## src/rtl/posit_mac_pkg.sv

```systemverilog
// posit_mac_pkg: shared types and constants for the posit MAC sequencer.
//   state_e    - sequencer FSM states
//   DrainDepth - cycles between the last MAC_EN and the quire holding the final sum
//   ReadDepth  - cycles the MAC needs to present a rounded result on OUT
package posit_mac_pkg;

  localparam int unsigned DrainDepth = 2;
  localparam int unsigned ReadDepth  = 1;

  typedef enum logic [2:0] {
    StIdle,
    StClr,
    StBias,
    StStream,
    StDrain1,
    StDrain2,
    StRead,
    StHold
  } state_e;

endpackage

```

## src/rtl/posit_mac_seq_if.sv

```systemverilog
// posit_mac_seq_if: operand stream, MAC control and result port of the posit MAC sequencer.
//   a_valid/a_ready/a_data/b_data       - operand-pair stream into the sequencer
//   mac_in1/mac_in2/mac_bias            - operand and bias posits toward the MAC
//   mac_en/purge/bias_en/result_req_pls - MAC control pulses
//   mac_out                             - rounded posit from the MAC
//   res_valid/res_ready/res_data        - result handshake out of the sequencer
// master: the sequencer side. slave: the environment (source, MAC and result sink).
interface posit_mac_seq_if #(
  parameter int unsigned N = 8
) ();

  logic         a_valid;
  logic         a_ready;
  logic [N-1:0] a_data;
  logic [N-1:0] b_data;

  logic [N-1:0] mac_in1;
  logic [N-1:0] mac_in2;
  logic [N-1:0] mac_bias;
  logic         mac_en;
  logic         purge;
  logic         bias_en;
  logic         result_req_pls;
  logic [N-1:0] mac_out;

  logic         res_valid;
  logic         res_ready;
  logic [N-1:0] res_data;

  modport master (
    input  a_valid, a_data, b_data, mac_out, res_ready,
    output a_ready, mac_in1, mac_in2, mac_bias, mac_en, purge, bias_en, result_req_pls,
    output res_valid, res_data
  );

  modport slave (
    output a_valid, a_data, b_data, mac_out, res_ready,
    input  a_ready, mac_in1, mac_in2, mac_bias, mac_en, purge, bias_en, result_req_pls,
    input  res_valid, res_data
  );

endinterface

```

## src/rtl/posit_mac_seq.sv

```systemverilog
// posit_mac_seq: drives one posit MAC/quire unit through a full dot product.
//   clk, rst_n  - clock, asynchronous active-low reset
//   start       - begin a dot product (accepted only in idle)
//   vec_len     - number of operand pairs, latched with start
//   use_bias    - preload bias_in into the quire before the products, latched with start
//   bias_in     - bias posit, latched with start
//   abort       - return to idle and purge the quire
//   busy        - high whenever not idle
//   bus         - operand stream, MAC control and result handshake
module posit_mac_seq
  import posit_mac_pkg::*;
#(
  parameter int unsigned N   = 8,
  parameter int unsigned Ext = 13
) (
  input  logic           clk,
  input  logic           rst_n,
  input  logic           start,
  input  logic [Ext-1:0] vec_len,
  input  logic           use_bias,
  input  logic [N-1:0]   bias_in,
  input  logic           abort,
  output logic           busy,
  posit_mac_seq_if.master bus
);

  localparam logic [Ext-1:0] CountOne = Ext'(1);

  state_e         state_q, state_d;
  logic [Ext-1:0] count_q, count_d;
  logic           use_bias_q, use_bias_d;
  logic [N-1:0]   bias_q, bias_d;
  logic [N-1:0]   in1_q, in1_d;
  logic [N-1:0]   in2_q, in2_d;
  logic           mac_en_q, mac_en_d;
  logic           purge_q, purge_d;
  logic           bias_en_q, bias_en_d;
  logic           req_q, req_d;
  logic           res_valid_q, res_valid_d;
  logic [N-1:0]   res_data_q, res_data_d;

  always_comb begin
    state_d    = state_q;
    count_d    = count_q;
    use_bias_d = use_bias_q;
    bias_d     = bias_q;
    in1_d      = in1_q;
    in2_d      = in2_q;
    mac_en_d   = 1'b0;
    res_data_d = res_data_q;

    case (state_q)
      StIdle: begin
        if (start && !abort) begin
          count_d    = vec_len;
          use_bias_d = use_bias;
          bias_d     = bias_in;
          state_d    = StClr;
        end
      end
      StClr: begin
        if (use_bias_q)            state_d = StBias;
        else if (count_q != '0)    state_d = StStream;
        else                       state_d = StDrain1;
      end
      StBias: begin
        state_d = (count_q != '0) ? StStream : StDrain1;
      end
      StStream: begin
        // a_ready is high for the whole state, so a_valid alone is the handshake.
        if (bus.a_valid) begin
          in1_d    = bus.a_data;
          in2_d    = bus.b_data;
          mac_en_d = 1'b1;
          count_d  = count_q - CountOne;
          if (count_q == CountOne) state_d = StDrain1;
        end
      end
      StDrain1: state_d = StDrain2;
      StDrain2: state_d = StRead;
      StRead: begin
        res_data_d = bus.mac_out;
        state_d    = StHold;
      end
      StHold: begin
        if (bus.res_ready) state_d = StIdle;
      end
      default: state_d = StIdle;
    endcase

    if (abort && (state_q != StIdle)) begin
      state_d    = StIdle;
      mac_en_d   = 1'b0;
      res_data_d = '0;
    end

    // Control pulses are registered so they line up with the state they belong to.
    // An abort purges even from idle; the quire is cleared again on the next start anyway.
    purge_d     = abort || (state_d == StClr);
    bias_en_d   = (state_d == StBias);
    req_d       = (state_d == StRead);
    res_valid_d = (state_d == StHold);
  end

  always_ff @(posedge clk or negedge rst_n) begin
    if (!rst_n) begin
      state_q     <= StIdle;
      count_q     <= '0;
      use_bias_q  <= 1'b0;
      bias_q      <= '0;
      in1_q       <= '0;
      in2_q       <= '0;
      mac_en_q    <= 1'b0;
      purge_q     <= 1'b0;
      bias_en_q   <= 1'b0;
      req_q       <= 1'b0;
      res_valid_q <= 1'b0;
      res_data_q  <= '0;
    end else begin
      state_q     <= state_d;
      count_q     <= count_d;
      use_bias_q  <= use_bias_d;
      bias_q      <= bias_d;
      in1_q       <= in1_d;
      in2_q       <= in2_d;
      mac_en_q    <= mac_en_d;
      purge_q     <= purge_d;
      bias_en_q   <= bias_en_d;
      req_q       <= req_d;
      res_valid_q <= res_valid_d;
      res_data_q  <= res_data_d;
    end
  end

  assign busy               = (state_q != StIdle);
  assign bus.a_ready        = (state_q == StStream);
  assign bus.mac_in1        = in1_q;
  assign bus.mac_in2        = in2_q;
  assign bus.mac_bias       = bias_q;
  assign bus.mac_en         = mac_en_q;
  assign bus.purge          = purge_q;
  assign bus.bias_en        = bias_en_q;
  assign bus.result_req_pls = req_q;
  assign bus.res_valid      = res_valid_q;
  assign bus.res_data       = res_data_q;

endmodule
```

## src/flat_wrapper.sv

```systemverilog
// flat-port wrapper written by rule: the top's interface ports become plain ports
module posit_mac_seq_flat import posit_mac_pkg::*;
#(
  parameter int unsigned N   = 8,
  parameter int unsigned Ext = 13
)
  (clk, rst_n, start, vec_len, use_bias, bias_in, abort, busy, bus_a_valid, bus_a_data, bus_b_data, bus_mac_out, bus_res_ready, bus_a_ready, bus_mac_in1, bus_mac_in2, bus_mac_bias, bus_mac_en, bus_purge, bus_bias_en, bus_result_req_pls, bus_res_valid, bus_res_data);
  posit_mac_seq_if #(.N(N)) bus_i ();
  input  logic clk;
  input  logic rst_n;
  input  logic start;
  input  logic [Ext-1:0] vec_len;
  input  logic use_bias;
  input  logic [N-1:0] bias_in;
  input  logic abort;
  output logic busy;
  input wire logic [$bits(bus_i.a_valid)-1:0] bus_a_valid;
  input wire logic [$bits(bus_i.a_data)-1:0] bus_a_data;
  input wire logic [$bits(bus_i.b_data)-1:0] bus_b_data;
  input wire logic [$bits(bus_i.mac_out)-1:0] bus_mac_out;
  input wire logic [$bits(bus_i.res_ready)-1:0] bus_res_ready;
  output wire logic [$bits(bus_i.a_ready)-1:0] bus_a_ready;
  output wire logic [$bits(bus_i.mac_in1)-1:0] bus_mac_in1;
  output wire logic [$bits(bus_i.mac_in2)-1:0] bus_mac_in2;
  output wire logic [$bits(bus_i.mac_bias)-1:0] bus_mac_bias;
  output wire logic [$bits(bus_i.mac_en)-1:0] bus_mac_en;
  output wire logic [$bits(bus_i.purge)-1:0] bus_purge;
  output wire logic [$bits(bus_i.bias_en)-1:0] bus_bias_en;
  output wire logic [$bits(bus_i.result_req_pls)-1:0] bus_result_req_pls;
  output wire logic [$bits(bus_i.res_valid)-1:0] bus_res_valid;
  output wire logic [$bits(bus_i.res_data)-1:0] bus_res_data;
  assign bus_i.a_valid = bus_a_valid;
  assign bus_i.a_data = bus_a_data;
  assign bus_i.b_data = bus_b_data;
  assign bus_i.mac_out = bus_mac_out;
  assign bus_i.res_ready = bus_res_ready;
  assign bus_a_ready = bus_i.a_ready;
  assign bus_mac_in1 = bus_i.mac_in1;
  assign bus_mac_in2 = bus_i.mac_in2;
  assign bus_mac_bias = bus_i.mac_bias;
  assign bus_mac_en = bus_i.mac_en;
  assign bus_purge = bus_i.purge;
  assign bus_bias_en = bus_i.bias_en;
  assign bus_result_req_pls = bus_i.result_req_pls;
  assign bus_res_valid = bus_i.res_valid;
  assign bus_res_data = bus_i.res_data;
  posit_mac_seq #(.N(N), .Ext(Ext)) u_core (.clk(clk), .rst_n(rst_n), .start(start), .vec_len(vec_len), .use_bias(use_bias), .bias_in(bias_in), .abort(abort), .busy(busy), .bus(bus_i));
endmodule
```

## config.mk

```make
export PLATFORM = sky130hd
export DESIGN_NAME = posit_mac_seq_flat
export DESIGN_NICKNAME = d
export VERILOG_FILES = /design/src/rtl/posit_mac_pkg.sv /design/src/rtl/posit_mac_seq_if.sv /design/src/rtl/posit_mac_seq.sv /design/src/flat_wrapper.sv
export SDC_FILE = /design/constraint.sdc
export NUM_CORES = 1
export LEC_CHECK = 0
export ABC_AREA = 1
export BUFFER_PORTS_ARGS = -buffer_cell sky130_fd_sc_hd__buf_4
export CAP_MARGIN = 20
export CORE_UTILIZATION = 40
export DETAILED_ROUTE_END_ITERATION = 10
export PLACE_DENSITY_LB_ADDON = 0.25
export SKIP_LAST_GASP = 1
export SYNTH_ARGS = -nofsm -noshare
export SYNTH_HDL_FRONTEND = slang
export SYNTH_SLANG_ARGS = --single-unit
```

## constraint.sdc

```tcl
create_clock -name clk -period 3.8 [get_ports clk]
set_input_delay 0.57 -clock clk [delete_from_list [all_inputs] [get_ports clk]]
set_output_delay 0.57 -clock clk [all_outputs]
set_load 0.005 [all_outputs]
```

Word-level counts from Yosys, hierarchy flattened --
Index checks and enable logic that the tools add are counted.
Word-level totals: logic and storage cells 55, register bits after elaboration 54, input bits 52, output and inout bits 39
Cells by class: $add $sub $neg 1, equality and inequality tests 14, multiplexer cells 16, reduce and logical (&&, ||, !) cells 12
Operator list (number):
- $mux 13 | 2
- $pmux 13 s2 | 1
- $pmux 3 s8 | 1
- $mux 3 | 7
- $eq 3x3->1 const B | 6
- $mux 8 | 2
- $eq 13x1->1 const B | 1
- $reduce_bool 13->1 | 1
- $sub 13x1->13 const B | 1
- $eq 3x2->1 const B | 3
- $eq 3x1->1 const B | 2
- $reduce_and 2->1 | 2
- $reduce_bool 2->1 | 2
- $logic_not 3->1 | 1
- $mux 1 | 3
- $reduce_and 3->1 | 1
- $reduce_bool 3->1 | 1
- $logic_and 1x1->1 | 2
- $ne 2x1->1 const B | 1
- $ne 2x2->1 const B | 1
- $logic_not 1->1 | 1
- $logic_or 1x1->1 | 1

Logic depth before layout (Yosys ltp) --
Gate-level depths: netlist of run 1.
word-level depth 7, mapped depth 11, depth with buffers taken out 11

Worst setup path before layout of run 1 --
Ideal clock, no wire load.
path kind register to output, from reg u_core.state_q[2], to out bus_a_ready, data required time 3230 ps, setup slack 2306 ps, data arrival time 924 ps, stages on the path, launching flop included 6, cells stage by stage dfrtp_1 inv_2 nand2_2 nor2_4 buf_6 buf_4
On the way: word-level cells in the longest chain between the ends 1
RTL lines:
- from (decl) | line posit_mac_seq.sv:29 | state_e state_q, state_d;
- from (signal assigned) | line posit_mac_seq.sv:107 | state_q <= StIdle;
- from (signal assigned) | line posit_mac_seq.sv:120 | state_q <= state_d;
- $eq 3x2->1 | line posit_mac_seq.sv:136 | assign bus.a_ready = (state_q == StStream);
- to (decl) | line flat_wrapper.sv:22 | output wire logic [$bits(bus_i.a_ready)-1:0] bus_a_ready;
Every way passes these cells.

Final worst setup path of run 1 --
from reg u_core.state_q[2], to reg u_core.count_q[9]
On the way: word-level cells in the longest chain between the ends 3, elaborated cells on any way between the ends 7, classes of those cells eq/ne: 3; mux: 1; reduce/logical: 3
RTL lines:
- $eq 3x2->1 / $logic_not 3->1 (equally long branches) | line posit_mac_seq.sv:52 | case (state_q)
- $ne 2x2->1 (no line) (tied with other cells)
- $reduce_and 3->1 (no line)
- to (signal assigned) | line posit_mac_seq.sv:121 | count_q <= count_d;
- to (decl) | line posit_mac_seq.sv:30 | logic [Ext-1:0] count_q, count_d;
Parallel ways exist; a longest one is shown, timed or not. A chain may end at the register's enable or synchronous reset.

==> flow_summary.html, run 1 <==
<table>
<tr><th>Metric</th><th>Value</th></tr>
<tr><th colspan="2">Floorplanning</th></tr>
<tr><td>Initial Utilization</td><td>41.5%</td></tr>
<tr><td>Full die area</td><td>0.00696 mm2</td></tr>
<tr><td>Number of I/O pins</td><td>91</td></tr>
<tr><td>Die width</td><td>83.4 um</td></tr>
<tr><td>Height of the chip</td><td>83.4 um</td></tr>
<tr><td>Core Area</td><td>0.00639 mm2</td></tr>
<tr><td>Number of placement rows</td><td>29</td></tr>
<tr><th colspan="2">CTS</th></tr>
<tr><td>Clock edge transition at the registers on the reported setup and hold paths</td><td>0.10 ns</td></tr>
<tr><td>Clock tree from TritonCTS</td><td>yes</td></tr>
<tr><td>Number of clock sinks</td><td>54</td></tr>
<tr><td># Post-CTS Setup Buffers</td><td>0</td></tr>
<tr><td>Bufs on Longest Clock Path</td><td>2</td></tr>
<tr><td>CTS H-Tree Depth</td><td>2</td></tr>
<tr><td>Post_cts resized</td><td>0</td></tr>
<tr><td>Later-pin clock latency in the skew report</td><td>0.31 ns</td></tr>
<tr><td># hold bufs at CTS</td><td>0</td></tr>
<tr><td>Inserted Clock Buffers</td><td>5</td></tr>
<tr><td>Clock tree root driver cell</td><td>clkbuf_8</td></tr>
<tr><th colspan="2">Yosys</th></tr>
<tr><td>Cell area after technology mapping</td><td>0.00265 mm2</td></tr>
<tr><td>Gate count of the mapped netlist</td><td>332</td></tr>
<tr><td>Syn. warnings</td><td>0</td></tr>
<tr><td>Main synth FF type</td><td>dfrtp_1</td></tr>
<tr><td>Number of flops mapped to enable cells by yosys</td><td>0</td></tr>
<tr><td>Avg Synthesized Cell Area</td><td>7.99 um2</td></tr>
<tr><td>Post-Syn Nets</td><td>387</td></tr>
<tr><td>Post-synthesis sequential area ratio</td><td>50.9%</td></tr>
<tr><td>Share of flip-flops with an asynchronous set or reset after synthesis</td><td>100%</td></tr>
<tr><td>Number of distinct library cell variants in the gate-level netlist after synthesis</td><td>30</td></tr>
<tr><td>Synthesized flop and latch total</td><td>54</td></tr>
<tr><th colspan="2">Placed design</th></tr>
<tr><td>Post-Place Cell Area</td><td>0.00335 mm2</td></tr>
<tr><td>Detailed placer's ending HPWL</td><td>4.58 mm</td></tr>
<tr><td>Pre-CTS setup slack</td><td>1.63 ns</td></tr>
<tr><td>Count of placed standard cells including taps</td><td>489</td></tr>
<tr><td>Placer's final routability congestion estimate</td><td>0.859</td></tr>
<tr><td>Count of port buffers added during placement</td><td>90</td></tr>
<tr><th colspan="2">Layout</th></tr>
<tr><td>Net count of the finished layout</td><td>474</td></tr>
<tr><td>Cell Count, Final, Fillers Out</td><td>497</td></tr>
<tr><td>Final antenna diode count</td><td>0</td></tr>
<tr><td>Synth-to-Final Area Change</td><td>30.4%</td></tr>
<tr><td>Post-Layout Inst Area</td><td>0.00346 mm2</td></tr>
<tr><td>Proportion of layout cells with a drive suffix above 1</td><td>28.6%</td></tr>
<tr><th colspan="2">Timing</th></tr>
<tr><td>Post-layout minimum cycle time</td><td>2.19 ns</td></tr>
<tr><td>Setup WS post-layout</td><td>1.61 ns</td></tr>
<tr><td>Post-route fraction of the period consumed by the critical path</td><td>57.6%</td></tr>
<tr><td>Final Max Slew Viols</td><td>0</td></tr>
<tr><td>Worst slack on hold paths</td><td>0.292 ns</td></tr>
<tr><td>Final count of negative-setup-slack endpoints</td><td>0</td></tr>
<tr><td>Slew at the pin closest to its max-slew limit</td><td>0.692 ns</td></tr>
<tr><td>Max transition margin</td><td>53.9%</td></tr>
<tr><td>Maximum achievable frequency</td><td>0.457 GHz</td></tr>
<tr><td>Sum Neg Setup Slack</td><td>0 ns</td></tr>
<tr><td>Setup repair after global routing missed its margin</td><td>no</td></tr>
<tr><td>Final hold viol count</td><td>0</td></tr>
<tr><td>Worst clock skew</td><td>0.00743 ns</td></tr>
<tr><th colspan="2">Global route</th></tr>
<tr><td>Overall track demand over capacity in global routing</td><td>19.0%</td></tr>
<tr><td>Vias in the first global route</td><td>2,275</td></tr>
<tr><td>Wire length of the first global-routing pass</td><td>10.7 mm</td></tr>
<tr><td>Largest net degree at the start of global routing</td><td>55</td></tr>
<tr><td>Initial antenna violation count</td><td>0</td></tr>
<tr><td>Remaining global-route overflow</td><td>0</td></tr>
<tr><th colspan="2">Routing</th></tr>
<tr><td>Number of DRC markers in iteration 0</td><td>170</td></tr>
<tr><td>Routed wire length on met3</td><td>266 um</td></tr>
<tr><td>Total met2 wirelength after detailed routing</td><td>3.14 mm</td></tr>
<tr><td>1st-pass router iterations</td><td>4</td></tr>
<tr><td>DRC violations left</td><td>0</td></tr>
<tr><td>Remaining antenna violation count after routing</td><td>0</td></tr>
<tr><td>Ratio of routed vias to standard cells</td><td>4.77</td></tr>
<tr><td>Total wirelength of the detailed-routed design</td><td>6.21 mm</td></tr>
<tr><td>Top layer reached by signal wires</td><td>met4</td></tr>
<tr><td>Drt wl/cell</td><td>12.5 um</td></tr>
<tr><td>Met1 WL</td><td>2.71 mm</td></tr>
<tr><td>DR vias</td><td>2,371</td></tr>
<tr><th colspan="2">Setup path</th></tr>
<tr><td>Arrival time reported for the critical path endpoint</td><td>2.39 ns</td></tr>
<tr><td>Buf/Inv on CP</td><td>3</td></tr>
<tr><td>Cells along the critical path</td><td>inv_2 -&gt; nand2_2 -&gt; nor2_4 -&gt; nand2_2 -&gt; nand2_4 -&gt; inv_2 -&gt; nand2_1 -&gt; a21boi_1 -&gt; inv_1</td></tr>
<tr><td>Maximum fanout along the worst path</td><td>20</td></tr>
<tr><td>Largest stage delay, worst path</td><td>0.46 ns</td></tr>
<tr><td>Crit path capture type</td><td>register</td></tr>
<tr><td>Data required, critical path</td><td>4.01 ns</td></tr>
<tr><td>Origin of the critical flop-to-flop path</td><td>u_core.state_q[2]</td></tr>
<tr><td>Worst setup SP type</td><td>register</td></tr>
<tr><td>Category of the critical setup timing path</td><td>reg2reg</td></tr>
<tr><td>Minimum setup slack among reg-to-reg paths</td><td>1.61 ns</td></tr>
<tr><td>Worst reg2reg path depth</td><td>9</td></tr>
<tr><td>Destination of the worst register-to-register timing path</td><td>u_core.count_q[9]</td></tr>
<tr><td>Slowest cell on the critical path</td><td>dfrtp_1</td></tr>
<tr><td>Cell family contributing the most delay on the critical path</td><td>simple AND/OR/NAND/NOR gates</td></tr>
<tr><th colspan="2">Hold path</th></tr>
<tr><td>Class of the tightest hold or removal check</td><td>in2async</td></tr>
<tr><th colspan="2">Power</th></tr>
<tr><td>Worst supply voltage drop on vdd</td><td>343 uV</td></tr>
<tr><td>Leakage component of the power</td><td>1.82 nW</td></tr>
<tr><td>Power per unit of standard cell area</td><td>636 mW/mm2</td></tr>
<tr><th colspan="2">Run</th></tr>
<tr><td>Number of max-cap violations</td><td>0</td></tr>
<tr><th colspan="2">Status</th></tr>
<tr><td>Status</td><td>finished clean</td></tr>
</table>
stage by stage:
step,util (%),power [mW]
4_1_cts,54.2,2.22
3_5_place_dp,52.4,1.82
6_report,54.2,2.20
3_3_place_gp,52.4,1.80
5_1_grt,54.2,2.39
2_1_floorplan,-,1.46
cell usage after synthesis (2+ instances only):
| library cell | n | share of area, % |
|---|---|---|
| a21oi_1 | 13 | 2.5 |
| a31oi_1 | 3 | 0.71 |
| buf_2 | 3 | 0.57 |
| buf_4 | 2 | 0.57 |
| buf_6 | 4 | 1.7 |
| dfrtp_1 | 54 | 51 |
| ha_1 | 3 | 1.4 |
| inv_1 | 30 | 4.2 |
| inv_2 | 4 | 0.57 |
| nand2_1 | 118 | 17 |
| nand2_2 | 3 | 0.71 |
| nand3_1 | 13 | 2.5 |
| nand3_2 | 2 | 0.75 |
| nor2_1 | 30 | 4.2 |
| nor2_2 | 6 | 1.4 |
| nor2_4 | 3 | 1.3 |
| o211ai_1 | 2 | 0.57 |
| o21ai_0 | 22 | 4.2 |
| o21ai_1 | 5 | 0.94 |
| xor2_1 | 2 | 0.66 |
cells by family (layout without fill, tap and decap cells):
| logic type | after synthesis | after routing | share of synthesized area (%) |
|---|---|---|---|
| adder cells (fa/ha/maj) | 3 | 3 | 1.42 |
| buffers and inverters | 45 | 133 | 8.02 |
| flip-flops | 54 | 54 | 50.9 |
| AO/OA/AOI/OAI | 50 | 50 | 10.3 |
| XOR/XNOR | 3 | 3 | 0.991 |
| AND/OR/NAND/NOR | 177 | 177 | 28.3 |
flip-flops by register name, indices dropped and copies added (netlist names):
signal	count
u_core.bus.res_valid	1
u_core.bus.result_req_pls	1
u_core.count_q	13
u_core.bus.mac_en	1
u_core.bus.mac_in1	8
u_core.bus.res_data	8
u_core.state_q	3
u_core.bus.mac_bias	8
u_core.bus.mac_in2	8
u_core.use_bias_q	1
u_core.bus.purge	1
u_core.bus.bias_en	1
final cells by class:
cell class,instances,area (um2)
Multi-Input combinational cell,233,1090
Inverter,35,134
Sequential cell,54,1350
Tap cell,77,96.3
Fill cell,607,2930
Timing Repair Buffer,90,676
Clock inverter,3,43.8
Clock buffer,5,68.8
per-layer routing:
metal	vias to the layer above	track usage [%]
met5	-	0
met3	7	3.98
li1	1210	-
met2	51	33.3
met1	1103	23.9
met4	0	4.62
how the worst max path moves through the flow:
stage	from	cells after the start	end	slack [ns]
4_1_cts	u_core.state_q[2]	9	u_core.count_q[9]	1.62
6_report	u_core.state_q[2]	9	u_core.count_q[9]	1.61
3_5_place_dp	u_core.state_q[2]	9	u_core.count_q[9]	1.63
5_1_grt	u_core.state_q[2]	9	u_core.count_q[9]	1.41
2_1_floorplan	u_core.state_q[2]	5	bus_a_ready	2.31
3_3_place_gp	u_core.state_q[2]	9	u_core.count_q[9]	1.71
layout by cell type (no fill, tap or decap), types with 4 or more instances in the layout:
master	instances
inv_2	4
nor2_2	6
o21ai_0	22
dfrtp_1	54
nand3_1	13
buf_4	90
o21ai_1	5
clkbuf_8	5
nand2_1	118
inv_1	30
nor2_1	30
a21oi_1	13
power by group:
part	switching, mW	internal, mW
sequential	0.156	0.778
clock	0.197	0.198
combinational	0.473	0.398
Power figures use the tool's default switching activity.
==> inputs of run 2 (changes only) <==
==> constraint.sdc (replaced) <==
create_clock -name clk -period 1.8 [get_ports clk]
set_input_delay 0.27 -clock clk [delete_from_list [all_inputs] [get_ports clk]]
set_output_delay 0.27 -clock clk [all_outputs]
set_load 0.005 [all_outputs]
==> run 2 against run 1 <==
Effect of this change: the flow now finishes with violations (negative hold slack); wire length rose by 0.27%; count of clock-buffer cells in the layout unchanged; flip-flop and latch count did not move; register-to-register slack lost 1.4 ns; sequential share of layout area fell by 0.085 points; worst hold slack got worse by 0.29 ns; clock power grew 70%; utilization grew 0.12 points; largest cell class unchanged.
==> flow_summary.html, run 2 (synthesis results as in run 1) <==
<table>
<tr><th>Metric</th><th>Value</th></tr>
<tr><th colspan="2">Timing</th></tr>
<tr><td>Worst clock skew</td><td>0.0114 ns</td></tr>
<tr><td>Final hold viol count</td><td>4</td></tr>
<tr><td>Post-layout minimum cycle time</td><td>1.66 ns</td></tr>
<tr><td>Final count of negative-setup-slack endpoints</td><td>0</td></tr>
<tr><td>Slew at the pin closest to its max-slew limit</td><td>0.692 ns</td></tr>
<tr><td>Maximum achievable frequency</td><td>0.603 GHz</td></tr>
<tr><td>Post-route fraction of the period consumed by the critical path</td><td>92.1%</td></tr>
<tr><td>Setup repair after global routing missed its margin</td><td>no</td></tr>
<tr><td>Max transition margin</td><td>53.9%</td></tr>
<tr><td>Final Max Slew Viols</td><td>0</td></tr>
<tr><td>Worst slack on hold paths</td><td>-0.00147 ns</td></tr>
<tr><td>Sum Neg Setup Slack</td><td>0 ns</td></tr>
<tr><th colspan="2">Floorplanning</th></tr>
<tr><td>Height of the chip</td><td>83.4 um</td></tr>
<tr><td>Die width</td><td>83.4 um</td></tr>
<tr><td>Initial Utilization</td><td>41.5%</td></tr>
<tr><td>Number of I/O pins</td><td>91</td></tr>
<tr><td>Core Area</td><td>0.00639 mm2</td></tr>
<tr><td>Full die area</td><td>0.00696 mm2</td></tr>
<tr><td>Number of placement rows</td><td>29</td></tr>
<tr><th colspan="2">CTS</th></tr>
<tr><td>Number of clock sinks</td><td>54</td></tr>
<tr><td>Clock edge transition at the registers on the reported setup and hold paths</td><td>0.10 ns</td></tr>
<tr><td>CTS H-Tree Depth</td><td>2</td></tr>
<tr><td>Inserted Clock Buffers</td><td>5</td></tr>
<tr><td>Clock tree root driver cell</td><td>clkbuf_8</td></tr>
<tr><td>Clock tree from TritonCTS</td><td>yes</td></tr>
<tr><td># Post-CTS Setup Buffers</td><td>0</td></tr>
<tr><td>Bufs on Longest Clock Path</td><td>2</td></tr>
<tr><td>Post_cts resized</td><td>0</td></tr>
<tr><td># hold bufs at CTS</td><td>0</td></tr>
<tr><td>Later-pin clock latency in the skew report</td><td>0.31 ns</td></tr>
<tr><th colspan="2">Routing</th></tr>
<tr><td>Ratio of routed vias to standard cells</td><td>4.73</td></tr>
<tr><td>Met1 WL</td><td>2.81 mm</td></tr>
<tr><td>Routed wire length on met3</td><td>310 um</td></tr>
<tr><td>Total met2 wirelength after detailed routing</td><td>3.01 mm</td></tr>
<tr><td>Top layer reached by signal wires</td><td>met4</td></tr>
<tr><td>Drt wl/cell</td><td>12.4 um</td></tr>
<tr><td>DR vias</td><td>2,368</td></tr>
<tr><td>DRC violations left</td><td>0</td></tr>
<tr><td>Remaining antenna violation count after routing</td><td>0</td></tr>
<tr><td>1st-pass router iterations</td><td>5</td></tr>
<tr><td>Total wirelength of the detailed-routed design</td><td>6.22 mm</td></tr>
<tr><td>Number of DRC markers in iteration 0</td><td>92</td></tr>
<tr><th colspan="2">Layout</th></tr>
<tr><td>Largest reg by FF count</td><td>u_core.count_q</td></tr>
<tr><td>Final antenna diode count</td><td>0</td></tr>
<tr><td>Post-Layout Inst Area</td><td>0.00347 mm2</td></tr>
<tr><td>Synth-to-Final Area Change</td><td>30.7%</td></tr>
<tr><td>Most used cells in the layout excluding fill and tap cells</td><td>118 x nand2_1, 95 x buf_4, 54 x dfrtp_1</td></tr>
<tr><td>Proportion of layout cells with a drive suffix above 1</td><td>29.2%</td></tr>
<tr><td>Max FFs per register</td><td>13</td></tr>
<tr><td>Most common cell after layout, fill and taps aside</td><td>nand2_1</td></tr>
<tr><td>Net count of the finished layout</td><td>479</td></tr>
<tr><th colspan="2">Power</th></tr>
<tr><td>Power per unit of standard cell area</td><td>1310 mW/mm2</td></tr>
<tr><td>Worst supply voltage drop on vdd</td><td>679 uV</td></tr>
<tr><td>Leakage component of the power</td><td>1.83 nW</td></tr>
<tr><th colspan="2">Hold path</th></tr>
<tr><td>Class of the tightest hold or removal check</td><td>in2async</td></tr>
<tr><th colspan="2">Global route</th></tr>
<tr><td>Vias in the first global route</td><td>2,266</td></tr>
<tr><td>Remaining global-route overflow</td><td>0</td></tr>
<tr><td>Largest net degree at the start of global routing</td><td>55</td></tr>
<tr><td>Wire length of the first global-routing pass</td><td>10.5 mm</td></tr>
<tr><td>Initial antenna violation count</td><td>0</td></tr>
<tr><td>Overall track demand over capacity in global routing</td><td>18.7%</td></tr>
<tr><th colspan="2">Placed design</th></tr>
<tr><td>Count of port buffers added during placement</td><td>90</td></tr>
<tr><td>Post-Place Cell Area</td><td>0.00338 mm2</td></tr>
<tr><td>Detailed placer's ending HPWL</td><td>4.67 mm</td></tr>
<tr><td>Placer's final routability congestion estimate</td><td>0.818</td></tr>
<tr><th colspan="2">Run</th></tr>
<tr><td>Number of max-cap violations</td><td>0</td></tr>
<tr><th colspan="2">Setup path</th></tr>
<tr><td>Data required, critical path</td><td>1.53 ns</td></tr>
<tr><td>Crit path capture type</td><td>output port</td></tr>
<tr><td>Worst setup SP type</td><td>register</td></tr>
<tr><td>Category of the critical setup timing path</td><td>reg2out</td></tr>
<tr><td>Maximum fanout along the worst path</td><td>11</td></tr>
<tr><td>Arrival time reported for the critical path endpoint</td><td>1.39 ns</td></tr>
<tr><th colspan="2">Status</th></tr>
<tr><td>Status</td><td>finished with violations</td></tr>
<tr><td>Failing checks</td><td>negative hold slack</td></tr>
</table>
==> run 2: cell types whose count changed in the layout (fill, tap and decap cells not counted), sizes merged <==
cell,delta
bufinv,-1
buf,+5
==> run 2: cell type report <==
cell class	count	area [um2]
repair buffers	95	713
inverters	35	134
multi-input cells	233	1090
well taps	77	96.3
clock inverters	2	13.8
fillers	579	2920
flip-flops and latches	54	1350
clock buffers	5	68.8
==> run 2: worst paths after layout <==
check | startpoint | endpoint | slack [ns] | cells past startpoint
min in group clk | bus_a_data[6] | u_core.bus.mac_in1[6] | 0.15 | 3
min | rst_n | u_core.count_q[7] | -0.001 | 1
max in group asynchronous | rst_n | u_core.bus.mac_in1[5] | 1.34 | 1
min reg2reg | u_core.bus.mac_bias[7] | u_core.bus.mac_bias[7] | 0.49 | 2
max reg2reg | u_core.state_q[1] | u_core.count_q[9] | 0.18 | 7
max | u_core.state_q[2] | bus_a_ready | 0.14 | 5
==> run 2: power by group <==
| part | switching (mW) | internal, mW |
|---|---|---|
| registers | 0.331 | 1.64 |
| clock network | 0.401 | 0.270 |
| logic | 1.01 | 0.874 |
| total | 1.74 | 2.79 |
==> run 2: critical path, cell delays in order, from the launching register on <==
cell,delay (ns)
dfrtp_1,0.45
inv_2,0.11
nand2_2,0.08
nor2_4,0.12
buf_4,0.19
buf_4,0.13
==> run 2: per-stage QoR <==
step           worst slack, ns  power, mW  util, %  instances
6_report                 0.142       4.53     54.3        501
5_1_grt                 0.0156       4.94     54.3        501
4_1_cts                  0.148       4.58     54.3        501
3_5_place_dp             0.203       3.89     53.0        494
3_3_place_gp             0.260       3.85     53.0        494
2_1_floorplan            0.432       3.07        -        332
==> run 2: layer usage <==
| layer | global-route usage (%) | vias to the layer above |
|---|---|---|
| met2 | 32.0 | 62 |
| met5 | 0 | - |
| met1 | 24.0 | 1080 |
| li1 | - | 1218 |
| met4 | 4.93 | 0 |
| met3 | 4.27 | 8 |
